**config.mk**
```make
export PLATFORM = sky130hd
export DESIGN_NAME = axis_frame_source_flat
export DESIGN_NICKNAME = d
export VERILOG_FILES = /design/src/rtl/video_axis_pkg.sv /design/src/rtl/axis_frame_source_if.sv /design/src/rtl/axis_skid_buffer.sv /design/src/rtl/axis_frame_source.sv /design/src/flat_wrapper.sv
export SDC_FILE = /design/constraint.sdc
export NUM_CORES = 1
export LEC_CHECK = 0
export CORE_MARGIN = 2
export CORE_UTILIZATION = 59
export CTS_CLUSTER_DIAMETER = 120
export CTS_CLUSTER_SIZE = 24
export DETAILED_ROUTE_END_ITERATION = 12
export GPL_TIMING_DRIVEN = 0
export PLACE_DENSITY_LB_ADDON = 0.08
export SLEW_MARGIN = 0
export SYNTH_ARGS = -nofsm -noshare
export SYNTH_HDL_FRONTEND = slang
export SYNTH_HIERARCHICAL = 1
export SYNTH_SLANG_ARGS = --single-unit
```
**constraint.sdc**
```tcl
create_clock -name clk -period 6.3 [get_ports clk]
set_input_delay 1.26 -clock clk [delete_from_list [all_inputs] [get_ports clk]]
set_output_delay 1.26 -clock clk [all_outputs]
set_load 0.02 [all_outputs]
```
**src/rtl/video_axis_pkg.sv**
```systemverilog
// Shared types and helpers for the AXI-Stream video frame source.
package video_axis_pkg;

  localparam int TLAST_EOF  = 0;
  localparam int TLAST_EOL  = 1;
  localparam int PIX_DATA_W = 24;

  typedef struct packed {
    logic [PIX_DATA_W-1:0] data;
    logic                  user;
    logic                  last;
  } pix_beat_t;

  typedef enum logic {
    ST_IDLE,
    ST_RUN
  } src_state_e;

  function automatic int frame_pixels(input int w, input int h);
    return w * h;
  endfunction

endpackage

```
**src/rtl/axis_frame_source_if.sv**
```systemverilog
// AXI-Stream pixel channel between the frame source and its downstream sink.
interface axis_frame_source_if
  import video_axis_pkg::*;
#(
  parameter int DATA_WIDTH = PIX_DATA_W
);

  logic [DATA_WIDTH-1:0] tdata;
  logic                  tvalid;
  logic                  tready;
  logic                  tuser;
  logic                  tlast;

  modport master (output tdata, tvalid, tuser, tlast, input tready);
  modport slave  (input tdata, tvalid, tuser, tlast, output tready);

endinterface

```
**src/rtl/axis_skid_buffer.sv**
```systemverilog
// Two-entry output skid: the head entry drives the stream directly, so valid and
// data come straight from flops. The parent keeps pushes within the reported occupancy.
module axis_skid_buffer #(
  parameter int BEAT_W = 26
) (
  input  logic              clk,
  input  logic              rst,
  input  logic              in_valid,
  input  logic [BEAT_W-1:0] in_beat,
  output logic              out_valid,
  output logic [BEAT_W-1:0] out_beat,
  input  logic              out_ready,
  output logic [1:0]        occ
);

  logic [BEAT_W-1:0] head_q, head_d;
  logic [BEAT_W-1:0] tail_q, tail_d;
  logic [1:0]        occ_q, occ_d;
  logic              pop;

  always_comb begin
    // NOTE: defaults first so every path assigns every signal; otherwise latches appear.
    head_d = head_q;
    tail_d = tail_q;
    occ_d  = occ_q;
    pop    = (occ_q != 2'd0) && out_ready;
    case (occ_q)
      2'd0: begin
        if (in_valid) begin
          head_d = in_beat;
          occ_d  = 2'd1;
        end
      end
      2'd1: begin
        if (in_valid && pop) begin
          head_d = in_beat;
        end else if (in_valid) begin
          tail_d = in_beat;
          occ_d  = 2'd2;
        end else if (pop) begin
          occ_d = 2'd0;
        end
      end
      default: begin
        if (pop) begin
          head_d = tail_q;
          if (in_valid) tail_d = in_beat;
          else          occ_d  = 2'd1;
        end
      end
    endcase
  end

  always_ff @(posedge clk) begin
    // NOTE: clocked blocks use non-blocking assignments so all flops see pre-edge values.
    if (rst) begin
      // NOTE: storage is reset too, because the head entry is tdata and must read 0 out of reset.
      head_q <= '0;
      tail_q <= '0;
      occ_q  <= 2'd0;
    end else begin
      head_q <= head_d;
      tail_q <= tail_d;
      occ_q  <= occ_d;
    end
  end

  assign out_valid = (occ_q != 2'd0);
  assign out_beat  = head_q;
  assign occ       = occ_q;

endmodule

```
**src/rtl/axis_frame_source.sv**
```systemverilog
// Streams one WIDTH x HEIGHT frame from a 1-cycle-latency frame buffer onto AXI-Stream,
// with tuser on the first pixel and tlast on end of frame or end of line.
module axis_frame_source
  import video_axis_pkg::*;
#(
  parameter int WIDTH      = 128,
  parameter int HEIGHT     = 100,
  parameter int DATA_WIDTH = PIX_DATA_W,
  parameter int TLAST_MODE = TLAST_EOF,
  parameter int ADDR_W     = $clog2(WIDTH * HEIGHT)
) (
  input  logic                  clk,
  input  logic                  rst,
  input  logic                  start,
  output logic                  busy,
  output logic                  done,
  output logic [15:0]           frame_count,
  output logic                  mem_rd_en,
  output logic [ADDR_W-1:0]     mem_addr,
  input  logic [DATA_WIDTH-1:0] mem_rd_data,
  axis_frame_source_if.master   m_axis
);

  localparam int N     = frame_pixels(WIDTH, HEIGHT);
  localparam int CNT_W = ADDR_W + 1;
  localparam int XW    = $clog2(WIDTH + 1);
  localparam int YW    = $clog2(HEIGHT + 1);

  localparam logic [CNT_W-1:0] N_C    = CNT_W'(N);
  localparam logic [CNT_W-1:0] LAST_C = CNT_W'(N - 1);
  localparam logic [XW-1:0]    X_LAST = XW'(WIDTH - 1);
  localparam logic [YW-1:0]    Y_LAST = YW'(HEIGHT - 1);

  src_state_e       state_q, state_d;
  logic [CNT_W-1:0] rd_cnt_q, rd_cnt_d;
  logic [CNT_W-1:0] out_cnt_q, out_cnt_d;
  logic [XW-1:0]    x_q, x_d;
  logic [YW-1:0]    y_q, y_d;
  logic [15:0]      frame_count_q, frame_count_d;
  logic             inflight_q, inflight_d;
  logic             side_user_q, side_user_d;
  logic             side_last_q, side_last_d;

  logic             pop;
  logic [1:0]       occ;
  logic [1:0]       fill;
  logic             rd_user, rd_last;
  logic             skid_valid;
  pix_beat_t        push_beat, out_beat;

  // Skid entries plus the read still in the RAM pipeline; reads stop before this exceeds two.
  assign fill = occ + {1'b0, inflight_q};
  assign pop  = skid_valid & m_axis.tready;

  always_comb begin
    state_d       = state_q;
    rd_cnt_d      = rd_cnt_q;
    out_cnt_d     = out_cnt_q;
    x_d           = x_q;
    y_d           = y_q;
    frame_count_d = frame_count_q;
    side_user_d   = side_user_q;
    side_last_d   = side_last_q;
    mem_rd_en     = 1'b0;
    done          = 1'b0;

    rd_user = (rd_cnt_q == '0);
    if (TLAST_MODE == TLAST_EOL) rd_last = (x_q == X_LAST);
    else                         rd_last = (x_q == X_LAST) && (y_q == Y_LAST);

    case (state_q)
      ST_IDLE: begin
        if (start) begin
          state_d   = ST_RUN;
          rd_cnt_d  = '0;
          out_cnt_d = '0;
          x_d       = '0;
          y_d       = '0;
        end
      end
      ST_RUN: begin
        if ((rd_cnt_q < N_C) && ((fill < 2'd2) || ((fill == 2'd2) && pop))) begin
          mem_rd_en   = 1'b1;
          rd_cnt_d    = rd_cnt_q + CNT_W'(1);
          side_user_d = rd_user;
          side_last_d = rd_last;
          if (x_q == X_LAST) begin
            x_d = '0;
            y_d = y_q + YW'(1);
          end else begin
            x_d = x_q + XW'(1);
          end
        end
        if (pop) begin
          if (out_cnt_q == LAST_C) begin
            done          = 1'b1;
            state_d       = ST_IDLE;
            frame_count_d = frame_count_q + 16'd1;
          end else begin
            out_cnt_d = out_cnt_q + CNT_W'(1);
          end
        end
      end
      default: state_d = ST_IDLE;
    endcase

    inflight_d = mem_rd_en;
  end

  always_ff @(posedge clk) begin
    if (rst) begin
      state_q       <= ST_IDLE;
      rd_cnt_q      <= '0;
      out_cnt_q     <= '0;
      x_q           <= '0;
      y_q           <= '0;
      frame_count_q <= 16'd0;
      inflight_q    <= 1'b0;
      side_user_q   <= 1'b0;
      side_last_q   <= 1'b0;
    end else begin
      state_q       <= state_d;
      rd_cnt_q      <= rd_cnt_d;
      out_cnt_q     <= out_cnt_d;
      x_q           <= x_d;
      y_q           <= y_d;
      frame_count_q <= frame_count_d;
      inflight_q    <= inflight_d;
      side_user_q   <= side_user_d;
      side_last_q   <= side_last_d;
    end
  end

  // Sideband captured at read issue rejoins its pixel when the RAM returns it.
  assign push_beat = '{data: mem_rd_data, user: side_user_q, last: side_last_q};

  axis_skid_buffer #(
    .BEAT_W($bits(pix_beat_t))
  ) u_skid (
    .clk       (clk),
    .rst       (rst),
    .in_valid  (inflight_q),
    .in_beat   (push_beat),
    .out_valid (skid_valid),
    .out_beat  (out_beat),
    .out_ready (m_axis.tready),
    .occ       (occ)
  );

  assign m_axis.tvalid = skid_valid;
  assign m_axis.tdata  = out_beat.data;
  assign m_axis.tuser  = out_beat.user;
  assign m_axis.tlast  = out_beat.last;

  assign busy        = (state_q == ST_RUN);
  assign mem_addr    = rd_cnt_q[ADDR_W-1:0];
  assign frame_count = frame_count_q;

endmodule

```
**src/flat_wrapper.sv**
```systemverilog
// flat-port wrapper written by rule: the top's interface ports become plain ports
module axis_frame_source_flat import video_axis_pkg::*;
#(
  parameter int WIDTH      = 128,
  parameter int HEIGHT     = 100,
  parameter int DATA_WIDTH = PIX_DATA_W,
  parameter int TLAST_MODE = TLAST_EOF,
  parameter int ADDR_W     = $clog2(WIDTH * HEIGHT)
)
  (clk, rst, start, busy, done, frame_count, mem_rd_en, mem_addr, mem_rd_data, m_axis_tdata, m_axis_tvalid, m_axis_tuser, m_axis_tlast, m_axis_tready);
  axis_frame_source_if #(.DATA_WIDTH(DATA_WIDTH)) m_axis_i ();
  input  logic clk;
  input  logic rst;
  input  logic start;
  output logic busy;
  output logic done;
  output logic [15:0] frame_count;
  output logic mem_rd_en;
  output logic [ADDR_W-1:0] mem_addr;
  input  logic [DATA_WIDTH-1:0] mem_rd_data;
  output wire logic [$bits(m_axis_i.tdata)-1:0] m_axis_tdata;
  output wire logic [$bits(m_axis_i.tvalid)-1:0] m_axis_tvalid;
  output wire logic [$bits(m_axis_i.tuser)-1:0] m_axis_tuser;
  output wire logic [$bits(m_axis_i.tlast)-1:0] m_axis_tlast;
  input wire logic [$bits(m_axis_i.tready)-1:0] m_axis_tready;
  assign m_axis_tdata = m_axis_i.tdata;
  assign m_axis_tvalid = m_axis_i.tvalid;
  assign m_axis_tuser = m_axis_i.tuser;
  assign m_axis_tlast = m_axis_i.tlast;
  assign m_axis_i.tready = m_axis_tready;
  axis_frame_source #(.WIDTH(WIDTH), .HEIGHT(HEIGHT), .DATA_WIDTH(DATA_WIDTH), .TLAST_MODE(TLAST_MODE), .ADDR_W(ADDR_W)) u_core (.clk(clk), .rst(rst), .start(start), .busy(busy), .done(done), .frame_count(frame_count), .mem_rd_en(mem_rd_en), .mem_addr(mem_addr), .mem_rd_data(mem_rd_data), .m_axis(m_axis_i));
endmodule
```
; ---- After elaboration in Yosys (flattened, before gate mapping)
; Index checks and enable logic that the tools add are counted.
[word_totals]
wordCells = 95
output_inout_bits = 60
in_bits = 28
ff_bits = 119
[classes]
order_cmp = 2
n_mux = 38
n_bitwise = 3
n_addsub = 6
eq_ne = 15
n_reduce_logical = 19
[op_table]
columns = operator, count
row1 = $mux W26, 6
row2 = $pmux W26 S2, 2
row3 = $mux W15, 4
row4 = $pmux W15 S2, 2
row5 = $add A15 B1 Y15 const B, 2
row6 = $mux W8, 3
row7 = $mux W7, 3
row8 = $add A16 B1 Y16 const B, 1
row9 = $pmux W8 S2, 1
row10 = $eq A15 B14 Y1 const B, 1
row11 = $logic_not A15 Y1, 1
row12 = $lt A15 B14 Y1 const B, 1
row13 = $reduce_and A3 Y1, 5
row14 = $ne A2 B2 Y1 const B, 7
row15 = $pmux W7 S2, 1
row16 = $mux W2, 6
row17 = $add A8 B1 Y8 const B, 1
row18 = $eq A8 B7 Y1 const B, 1
row19 = $mux W1, 8
row20 = $add A7 B1 Y7 const B, 1
row21 = $eq A7 B7 Y1 const B, 1
row22 = $logic_and A1 B1 Y1, 5
row23 = $reduce_and A5 Y1, 1
row24 = $pmux W2 S2, 1
row25 = other kinds (15), 18

; ---- Longest topological paths before layout
[logic_depth]
word_depth = 7
depth_mapped = 10

; ---- Cells and area by module
; Netlist, hierarchy kept.
[by_module_without_submodules]
columns = module, n_inst, area_per_inst_um2, cells_each
row1 = axis_frame_source, 1, 3628.5, 440
row2 = axis_skid_buffer, 1, 2595.0, 249

; ---- Least setup slack after synthesis
; OpenSTA, ideal clock, no wires.
[synth_path]
kind = input port to output port
start = input port m_axis_tready
end = output port mem_rd_en
arrival_ns = 2.175
path_slack_ns = 2.865
stages = 4
n_path_buf = 1
cell_sequence = and3b_1 -> o211ai_1 -> clkbuf_1 -> inv_2
[synth_via]
elab_chain_len = 6
[synth_lines]
columns = element, line
row1 = "start, declared", flat_wrapper.sv:25  ; input wire logic [$bits(m_axis_i.tready)-1:0] m_axis_tready;
row2 = $and A1 B1 Y1, axis_frame_source.sv:53  ; assign pop = skid_valid & m_axis.tready;
row3 = $logic_and A1 B1 Y1, axis_frame_source.sv:82  ; if ((rd_cnt_q < N_C) && ((fill < 2'd2) || ((fill == 2'd2) && pop))) begin
row4 = $logic_or A1 B1 Y1, axis_frame_source.sv:82
row5 = $logic_and A1 B1 Y1, axis_frame_source.sv:82
row6 = $mux W1, axis_frame_source.sv:82
row7 = $mux W1, axis_frame_source.sv:71  ; case (state_q)
row8 = "end, declared", flat_wrapper.sv:18  ; output logic mem_rd_en;
; No other way between the ends.

; ---- Worst setup path after layout
; Same ends and word-level chain as after synthesis.

==> out/results.env <==
STATUS='complete, no violations'
CTS_BUFFERS=17
INITIALDRTVIOLATIONCOUNT=365
TOP_LAYER_USED='met4'
MOSTFREQUENTLAYOUTCELL='sky130_fd_sc_hd__dfxtp_1'
HOLDCRITPATHCLASS='reg -> reg'
P_LEAK_nW=2.599
SEQ_AREA_FRAC_SYNTH_PCT=38.28
POWER_DENS_CELLS_mW_PER_MM2=236.0
SYNTH-SEQ-CELLS=119
CRITICAL_PATH_ARRIVAL_NS=3.93
ROUTED-WL-MET2_MM=8.124
PLACE_CONGESTION=0.8902
START_KIND='input pin'
RELSLEWSLACK_PCT=45.50
GRT_MAX_DEGREE=17
MET3_WIRE_LEN_MM=1.175
FINISH.UTILIZATION_PCT=75.87
POSTSYNTHAREAPERCELL_UM2=9.033
FIRST_GLOBAL_VIAS=5851
WORSTPATHCELLLIST='clkdlybuf4s50_1 > and3b_1 > o211ai_1 > clkbuf_1 > inv_2 > clkdlybuf4s50_1'
CORE_AREA_MM2=0.01028
VIAS=5783
YOSYS_WARNINGS=6
POSTPLACECELLAREA_MM2=0.007264
DIE_H_UM=106.7
YOSYS_MOST_USED_DFF='sky130_fd_sc_hd__dfxtp_1'
FINAL_NETS=830
H-TREE-DEPTH=4
CP-END-KIND='output pin'
SYNTH_CELLS=689
TIMING.FINAL.CRIT_SHARE_PCT=82.33
TIMING_WORST_SLEW_PIN_VALUE_NS=0.8175
FINALWIRELENGTH_MM=16.64
POST_CTS_HOLD_BUFFER_COUNT=0
HOLD_VIOL=0
CRIT_TOP_CELL='sky130_fd_sc_hd__clkdlybuf4s50_1'
GRT_UTIL_ALL_LAYERS_PCT=29.86
INITIAL_UTILIZATION_PCT=60.56
REG2REG_SETUP_SLACK_NS=2.88
CAP_VIOLATIONS=0
GRT_OVERFLOW=0
ENDPOINT='mem_rd_en'
FMAX_MHz=192.8
WIRE_LENGTH_OF_THE_FIRST_GLOBAL_ROUTING_PASS_MM=27.31
INSERTEDDIODECOUNT=0
CTS.REPAIR_TIMING.SETUP_BUFFER_COUNT=0
TIMING_WORST_SETUP_PATH_TYPE='in -> out'
DIE_X_UM=106.7
ASYNCSETRESETFLOPFRACSYNTH_PCT=0
FILLER_CELL_COUNT=756
DIE-AREA_MM2=0.01139
DRC=0
PLACE.PORT_BUFFERS=87
CLOCKROOTBUFFER='sky130_fd_sc_hd__clkbuf_8'
CTS_REPAIR_RESIZE_COUNT=0
CPPEAKSTAGEDELAY_NS=0.59
GRT_SETUP_UNREPAIRED='no'
CRIT_START='m_axis_tready'
FINALWORSTPATHREQUIREDPERIOD_NS=5.187
FINISH.INSTANCE_AREA_MM2=0.007797
CLOCK_LATENCY_ON_THE_WORST_SKEW_PAIR_NS=0.52
SYN2LAYOUT_AREA_GROWTH_PCT=25.29
CRITICAL_PATH_RT_NS=5.04
DETAILEDPLACE.WORSTSLACK_NS=1.188
CLKSINKCOUNT=119
SYNTHESIS.NETS=724
ANTENNA_FOUND_INITIAL=0
PLACE_HPWL_MM=11.53
CPMAXSTAGEDELAYCELL='sky130_fd_sc_hd__o211ai_1'
FINAL.SETUP.TNS_NS=0
CLK_PATH_BUF_DEPTH=2
R2R.WORST_PATH.CELLS=10
RR_STARTPOINT='u_core/u_skid/occ[1]'
FINAL-INSTANCE-COUNT-EXCL-FILL=944
POST_DRT_VIA_CELL_RATIO=6.126
SYNTH_ENABLE_FLOP_CELLS=0
TOP_LEVEL_PORTS=88
WORSTREG2REGEND='u_core/rd_cnt_q[1]'
MET1_LENGTH_MM=7.097
FINAL-MAX-SLEW-VIOLATION-COUNT=0
CLKSLEWWORSTSETUPHOLDPATHS_NS=0.05
ROUTEDWLPERCELL_UM=17.63
PLACEMENT_ROWS=37
DRT_PRE_ANTENNA_ITERS=5
MOST-COMMON-LAYOUT-CELLS='sky130_fd_sc_hd__dfxtp_1 (119), sky130_fd_sc_hd__clkdlybuf4s50_1 (87), sky130_fd_sc_hd__mux2i_1 (66)'
REPORT.FINAL.SETUP_VIOL=0
VDD.IR_DROP.WORST_uV=226.2
ANTENNA_VIOLATING_NETS_POST_ROUTE=0
CTS_TREE='yes'
MAPPEDNETLISTAREA_MM2=0.006223
FIN_WS_NS=1.113
SYNTH_CELL_TYPE_COUNT=56
DRIVE_GT1_SHARE_PCT=11.76
FIN_WORST_SKEW_NS=0.007288
WORSTPATHMAXFANOUT=10
DPL.CELL_COUNT=912
Yosys cell counts, types with 2 or more instances:
cell type                   count  area (um^2)
sky130_fd_sc_hd__buf_6          6        67.56
sky130_fd_sc_hd__or3_1         21        131.4
sky130_fd_sc_hd__and3_1        11        68.82
sky130_fd_sc_hd__dfxtp_1      119         2382
sky130_fd_sc_hd__mux2i_1       66        660.6
sky130_fd_sc_hd__a2111o_1       2        22.52
sky130_fd_sc_hd__and2_1         4        25.02
sky130_fd_sc_hd__o41ai_1        4        35.03
sky130_fd_sc_hd__nand2b_1      56        350.3
sky130_fd_sc_hd__and4_1         5        43.79
sky130_fd_sc_hd__nor2b_1       14        87.58
sky130_fd_sc_hd__nand2_1       42        157.7
sky130_fd_sc_hd__nor2_1        20        75.07
sky130_fd_sc_hd__clkbuf_1      36        135.1
sky130_fd_sc_hd__a211oi_2      20        250.2
sky130_fd_sc_hd__nand4_1       14        87.58
sky130_fd_sc_hd__o31ai_1        6        45.04
sky130_fd_sc_hd__inv_1         14        52.55
sky130_fd_sc_hd__or2_2          3        18.77
sky130_fd_sc_hd__nand3_1       29        145.1
sky130_fd_sc_hd__and4b_1        2        20.02
sky130_fd_sc_hd__nor3_1         4        20.02
sky130_fd_sc_hd__o2111ai_1      6        52.55
sky130_fd_sc_hd__a211oi_1      12        90.09
sky130_fd_sc_hd__o21ai_0       13        65.06
sky130_fd_sc_hd__buf_2          4        20.02
sky130_fd_sc_hd__ha_1           7        87.58
sky130_fd_sc_hd__or4_1         12        90.09
sky130_fd_sc_hd__a211o_1        2        17.52
sky130_fd_sc_hd__nor4_1        16        100.1
sky130_fd_sc_hd__buf_4         17        127.6
sky130_fd_sc_hd__o311ai_0       7        61.31
sky130_fd_sc_hd__o211ai_1       5        37.54
sky130_fd_sc_hd__buf_1          3        11.26
sky130_fd_sc_hd__a21oi_1       55        275.3
sky130_fd_sc_hd__mux2_2        12        135.1
flip-flops by register name (all words and copies together) (netlist names):
signal	flops
u_core/u_skid/out_beat	26
u_core/u_skid/tail_q	26
u_core/frame_count	16
u_core/out_cnt_q	15
u_core/rd_cnt_q	15
u_core/x_q	8
u_core/y_q	7
u_core/u_skid/occ	2
u_core/busy	1
u_core/inflight_q	1
u_core/side_last_q	1
u_core/side_user_q	1
kinds of logic after synthesis:
kind of cell / Yosys count / synth area share, %
mux: 78 / 12.79
fa+ha+maj: 7 / 1.407
xor+xnor: 1 / 0.1408
buf+inv: 81 / 6.715
simple gates: 259 / 23.72
flops: 119 / 38.28
compound gates: 144 / 16.95
metal layers:
layer,track usage (%),vias to the layer above
li1,-,2734
met1,38.25,2781
met2,49.41,241
met3,6.505,27
met4,11.13,0
met5,0,-
metrics by stage:
step | total power, mW | hold WS, ns
after global routing | 1.898 | 0.4941
after CTS | 1.849 | 0.4786
after global placement | 0.9734 | 0.4579
final | 1.840 | 0.4732
after detailed placement | 0.9797 | 0.4677
after floorplan | 0.9011 | 0.4447
layout make-up:
class	instances	area (um^2)	share of cell area, %
Inverter	15	56.30	0.7221
Tap cell	136	170.2	2.182
Buffer	66	361.6	4.637
Clock inverter	9	76.32	0.9788
Timing Repair Buffer	87	870.8	11.17
Multi-Input combinational cell	489	3423	43.90
Sequential cell	119	2382	30.55
Clock buffer	23	456.7	5.857
how the worst min path moves through the flow:
| stage | endpoint | cells after the start | slack [ns] | from |
|---|---|---|---|---|
| after detailed placement | u_core/u_skid/tail_q[25] | 2 | 0.47 | u_core/u_skid/tail_q[25] |
| after global placement | u_core/u_skid/tail_q[21] | 2 | 0.46 | u_core/u_skid/tail_q[21] |
| after CTS | u_core/u_skid/tail_q[21] | 2 | 0.48 | u_core/u_skid/tail_q[21] |
| final | u_core/u_skid/tail_q[8] | 2 | 0.47 | u_core/u_skid/tail_q[8] |
| after floorplan | u_core/side_last_q | 2 | 0.44 | u_core/side_last_q |
| after global routing | u_core/u_skid/tail_q[7] | 2 | 0.49 | u_core/u_skid/tail_q[7] |
power by group:
part | total [mW] | internal, mW | switching (mW)
Sequential | 0.781 | 0.769 | 0.0123
Clock | 0.872 | 0.539 | 0.333
Combinational | 0.187 | 0.0802 | 0.107
worst max-delay path: cells and delay by family:
kind / cells / cell delay [ns]
AND/OR/NAND/NOR: 1 / 0.28
AO/OA/AOI/OAI: 1 / 0.59
buffers and inverters: 4 / 1.79
Note: power is estimated with default switching activity, not from simulation.
